## src/rtl/oam_dma_arbiter.sv

```systemverilog
// OAM sprite-DMA bus arbiter: shares the CPU bus with a 256-byte
// page-to-OAM copy engine triggered by a CPU register write.
module oam_dma_arbiter #(
  parameter logic [15:0] DMA_REG_ADDR  = 16'h4014,
  parameter logic [15:0] OAM_DATA_ADDR = 16'h2004,
  parameter bit          ALIGN_EN      = 1'b1
) (
  input  logic        clk,
  input  logic        rst,
  input  logic [15:0] cpu_addr,
  input  logic [7:0]  cpu_dout,
  input  logic        cpu_rw_n,
  output logic [7:0]  cpu_din,
  output logic        cpu_halt,
  output logic [15:0] bus_addr,
  output logic [7:0]  bus_dout,
  output logic        bus_rw_n,
  input  logic [7:0]  bus_din,
  output logic        dma_active,
  output logic        dma_done
);

  typedef enum logic [2:0] {
    IDLE,
    HALT,
    ALIGN,
    READ,
    WRITE
  } state_t;

  state_t      state;
  state_t      state_nxt;
  logic        parity;
  logic [7:0]  page;
  logic [7:0]  idx;
  logic [7:0]  data_reg;
  logic        trig;
  logic        last;

  assign trig = (state == IDLE)
              && !cpu_rw_n
              && (cpu_addr == DMA_REG_ADDR);
  assign last = (idx == 8'hFF);

  always_ff @(posedge clk or posedge rst) begin
    if (rst) begin
      state    <= IDLE;
      parity   <= 1'b0;
      page     <= 8'h00;
      idx      <= 8'h00;
      data_reg <= 8'h00;
      dma_done <= 1'b0;
    end else begin
      state    <= state_nxt;
      parity   <= ~parity;
      dma_done <= (state == WRITE) && last;
      if (trig) begin
        page <= cpu_dout;
        idx  <= 8'h00;
      end
      if (state == READ)
        data_reg <= bus_din;
      // index wraps inside the page; page byte is never carried into
      if ((state == WRITE) && !last)
        idx <= idx + 8'h01;
    end
  end

  always_comb begin
    state_nxt = state;
    bus_addr  = cpu_addr;
    bus_dout  = cpu_dout;
    bus_rw_n  = cpu_rw_n;
    unique case (state)
      IDLE: begin
        if (trig)
          state_nxt = HALT;
      end
      HALT: begin
        bus_rw_n  = 1'b1;
        state_nxt = (ALIGN_EN && !parity) ? ALIGN : READ;
      end
      ALIGN: begin
        bus_rw_n  = 1'b1;
        state_nxt = READ;
      end
      READ: begin
        bus_addr  = {page, idx};
        bus_rw_n  = 1'b1;
        state_nxt = WRITE;
      end
      WRITE: begin
        bus_addr  = OAM_DATA_ADDR;
        bus_dout  = data_reg;
        bus_rw_n  = 1'b0;
        state_nxt = last ? IDLE : READ;
      end
      default: state_nxt = IDLE;
    endcase
  end

  assign cpu_din    = bus_din;
  assign cpu_halt   = (state != IDLE);
  assign dma_active = (state == ALIGN)
                   || (state == READ)
                   || (state == WRITE);

endmodule
```

## config.mk

```make
export PLATFORM = sky130hd
export DESIGN_NAME = oam_dma_arbiter
export DESIGN_NICKNAME = d
export VERILOG_FILES = /design/src/rtl/oam_dma_arbiter.sv
export SDC_FILE = /design/constraint.sdc
export NUM_CORES = 1
export LEC_CHECK = 0
export ABC_CLOCK_PERIOD_IN_PS = 2500
export BUFFER_PORTS_ARGS = -buffer_cell sky130_fd_sc_hd__clkbuf_2
export CAP_MARGIN = 20
export CELL_PAD_IN_SITES_DETAIL_PLACEMENT = 1
export CELL_PAD_IN_SITES_GLOBAL_PLACEMENT = 1
export CORE_MARGIN = 2
export CORE_UTILIZATION = 36
export CTS_BUF_LIST = sky130_fd_sc_hd__clkbuf_8
export CTS_CLUSTER_SIZE = 14
export DETAILED_ROUTE_END_ITERATION = 8
export PLACE_DENSITY_LB_ADDON = 0.1
export SLEW_MARGIN = 25
export SYNTH_ARGS = -nofsm -noshare
export SYNTH_HDL_FRONTEND = slang
export SYNTH_SLANG_ARGS = --single-unit
```

## constraint.sdc

```tcl
create_clock -name clk -period 2.5 [get_ports clk]
set_input_delay 0.375 -clock clk [delete_from_list [all_inputs] [get_ports clk]]
set_output_delay 0.375 -clock clk [all_outputs]
set_load 0.02 [all_outputs]
```

==> out/qor.csv <==
stage;metric;value;unit
run_status;status;complete, no violations;
worst_setup_path;r2r_start;state[2]$_DFFE_PP0P_;
clock_network;clk_path_buf_depth;2;
route;ant_nets;0;
timing;period_share;0.9257;
power;switchingPower;1.098;mW
route;drt_iter0_markers;75;
cells_and_area;diodes;0;
die;dieArea;0.005307;mm2
cells_and_area;stdcell_area;0.002141;mm2
die;core_area;0.004661;mm2
placement;port_buffers;70;
timing;slew_viol_final;0;
route;viasPerCell;5.152;
timing;rsz0062_at_grt;false;
die;die_y;72.85;um
yosys;netlist-cell-type-count;39;
power;leakagePower;1.174;nW
power;ir_worst_vdd;0.6878;mV
cells_and_area;syn2layout_area_growth;25.44;%
cells_and_area;fin_cells;310;
grt;grt_max_degree;30;
grt;grt_use_total;0.1980;
clock_network;cts_buffers;5;
grt;antenna_found_initial;0;
worst_setup_path;crit_path_end_kind;output pin;
yosys;yosysWarnings;0;
route;drt-pass1-iter-count;4;
grt;first_global_vias;1587;
placement;dpl.cell_count;303;
yosys;synth_seq_cells;29;
grt;grt_overflow;0;
timing;worstMarginPinSlew;0.6318;ns
power;internal_power;1.303;mW
worst_setup_path;reg2reg_setup_slack;0.29;ns
clock_network;cts-root-buf;clkbuf_8;
cells_and_area;multi_input_area;843.3;um2
die;ios;71;
cells_and_area;final_cell_mix;clkbuf_2, nand2_1, dfrtp_1;
yosys;syn_nets;228;
timing;setup_tns;0;ns
placement;gp_congestion;0.8039;
clock_network;cts_tree;built;
power;power_frac_seq;0.321;
power;power.share.clock;0.160;
clock_network;post_cts_resized;1;
cells_and_area;regArea;725.7;um2
power;power_density;1122;mW/mm2
cells_and_area;drive_above_1_share;0.3789;
cells_and_area;postLayoutCoreUtil;0.4593;
timing;hold_viol;0;
placement;place_hpwl;3.634;mm
timing;setup_viol;0;
cells_and_area;layout_commonest_cell;clkbuf_2;
power;comb_power_share;0.520;
timing;relSlewSlack;0.5784;
clock_network;insertion_delay;0.27;ns
placement;placed_area;0.002052;mm2
flow_run;drv_cap;0;
route;drc;0;
worst_hold_path;worstHoldPathType;input pin to asynchronous set/reset pin;
cells_and_area;nFillCells;576;
worst_setup_path;worstPathRequired;2.12;ns
power;sw_frac_of_total;0.4573;
timing;timing.fmax;432.1;MHz
clock_network;ctsHtreeMaxLevel;2;
clock_network;cts_setup_buffers;0;
worst_setup_path;startpoint;state[1]$_DFFE_PP0P_;
die;num_rows;25;
route;dr_total_vias;1597;
route;routed_wl;4.770;mm
worst_setup_path;r2r_cells;5;
die;start_util;0.3662;
timing;fin_crit;2.314;ns
clock_network;holdBufCountCts;0;
yosys;netlist_area;0.001707;mm2
timing;whs;0.1458;ns
route;avgRoutedWirePerCell;15.39;um
clock_network;clkSlewWorstSetupHoldPaths;0.06;ns
timing;fin_skew;0.004318;ns
yosys;yosysSeqAreaShare;0.4252;
clock_network;clock_sinks;29;
grt;grt_pass1_wl;7.859;mm
worst_setup_path;crit_path_max_fanout;15;
yosys;syn-instance-count;192;
cells_and_area;final_nets;292;
worst_setup_path;worstReg2RegEnd;page[6]$_DFFE_PP0P_;
worst_setup_path;arrival;1.94;ns
die;die_w;72.85;um
yosys;avgSynthCellArea;8.889;um2
worst_setup_path;path_class;flop to output pin;
worst_setup_path;cp-start-kind;flop;
==> synthesized netlist by cell type <==
master	n	share of area
or3b_2	1	0.0051
mux2_2	1	0.0066
mux2_4	7	0.062
clkinv_1	1	0.0022
nor4_1	2	0.0073
nand3b_1	1	0.0044
nand4_1	2	0.0073
clkbuf_1	7	0.015
nor3_4	1	0.0095
nand3_1	4	0.012
buf_2	1	0.0029
nor3b_1	1	0.0044
xor2_1	2	0.010
nor4bb_1	1	0.0059
buf_6	2	0.013
or3_4	1	0.0066
xnor2_1	2	0.010
or4_4	1	0.0066
nand2_1	59	0.13
o21ai_0	11	0.032
nor2_1	4	0.0088
o21a_1	1	0.0044
a21oi_1	4	0.012
and3_1	2	0.0073
a21o_1	1	0.0044
o22ai_1	3	0.011
buf_1	1	0.0022
and4_1	1	0.0051
nor4b_1	1	0.0051
or2_2	1	0.0037
dfrtp_1	29	0.43
ha_1	1	0.0073
o211ai_1	3	0.013
a22o_1	14	0.072
buf_4	8	0.035
nor3_1	2	0.0059
inv_1	5	0.011
o22a_2	1	0.0059
nor2b_1	2	0.0073
==> area by class of cell <==
| class | instances | share of cell area |
|---|---|---|
| Sequential cell | 29 | 0.3390 |
| Clock inverter | 1 | 0.001753 |
| Timing Repair Buffer | 76 | 0.1847 |
| Clock buffer | 6 | 0.03857 |
| Tap cell | 54 | 0.03156 |
| Multi-Input combinational cell | 138 | 0.3939 |
| Inverter | 6 | 0.01052 |
==> worst max path at each step <==
stage                          end  slack (ns)  cells after the start
6_report               bus_addr[9]        0.19                      6
4_1_cts                bus_addr[1]        0.15                      6
3_5_place_dp           bus_addr[1]        0.17                      6
5_1_grt                bus_addr[9]        0.01                      6
2_1_floorplan  page[0]$_DFFE_PP0P_        0.34                      6
3_3_place_gp           bus_addr[3]        0.20                      6
==> kinds of logic (layout without fill, tap and decap cells) <==
logic type	Yosys count	count (layout)	share of synthesized area
AOI/OAI and AO/OA	38	38	0.1547
xor gates and xnor gates	4	4	0.02053
adders and majority gates	1	1	0.007330
buffers and inverters	25	89	0.08211
DFF	29	29	0.4252
muxes	8	8	0.06818
and+or+nand+nor	87	87	0.2419
==> worst max-delay path, stage by stage (launching register included) <==
cell      delay (ns)
dfrtp_1         0.45
nand2_1         0.09
or2_2           0.11
clkinv_1        0.08
nor2_2          0.52
a22o_1          0.23
clkbuf_2        0.17
==> stage by stage <==
step / total power [mW] / worst slack [ns]
4_1_cts: 2.441 / 0.1497
3_3_place_gp: 2.025 / 0.2031
2_1_floorplan: 1.661 / 0.3423
5_1_grt: 2.623 / 0.01445
6_report: 2.401 / 0.1857
3_5_place_dp: 2.042 / 0.1710
==> power groups by stage <==
stage | logic [mW] | clock network [mW] | registers [mW]
floorplan | 0.948 | 0 | 0.713
finish | 1.25 | 0.383 | 0.770
global route | 1.40 | 0.420 | 0.799
detailed placement | 1.26 | 0 | 0.778
CTS | 1.27 | 0.397 | 0.770
global placement | 1.25 | 0 | 0.773
==> layer usage <==
layer / track usage / vias up / routed length (um)
met5: 0 / - / 0
met3: 0.05110 / 6 / 289
li1: - / 784 / -
met4: 0.05556 / 0 / 50
met2: 0.3162 / 58 / 2132
met1: 0.2664 / 749 / 2298
Power figures use the tool's default switching activity.
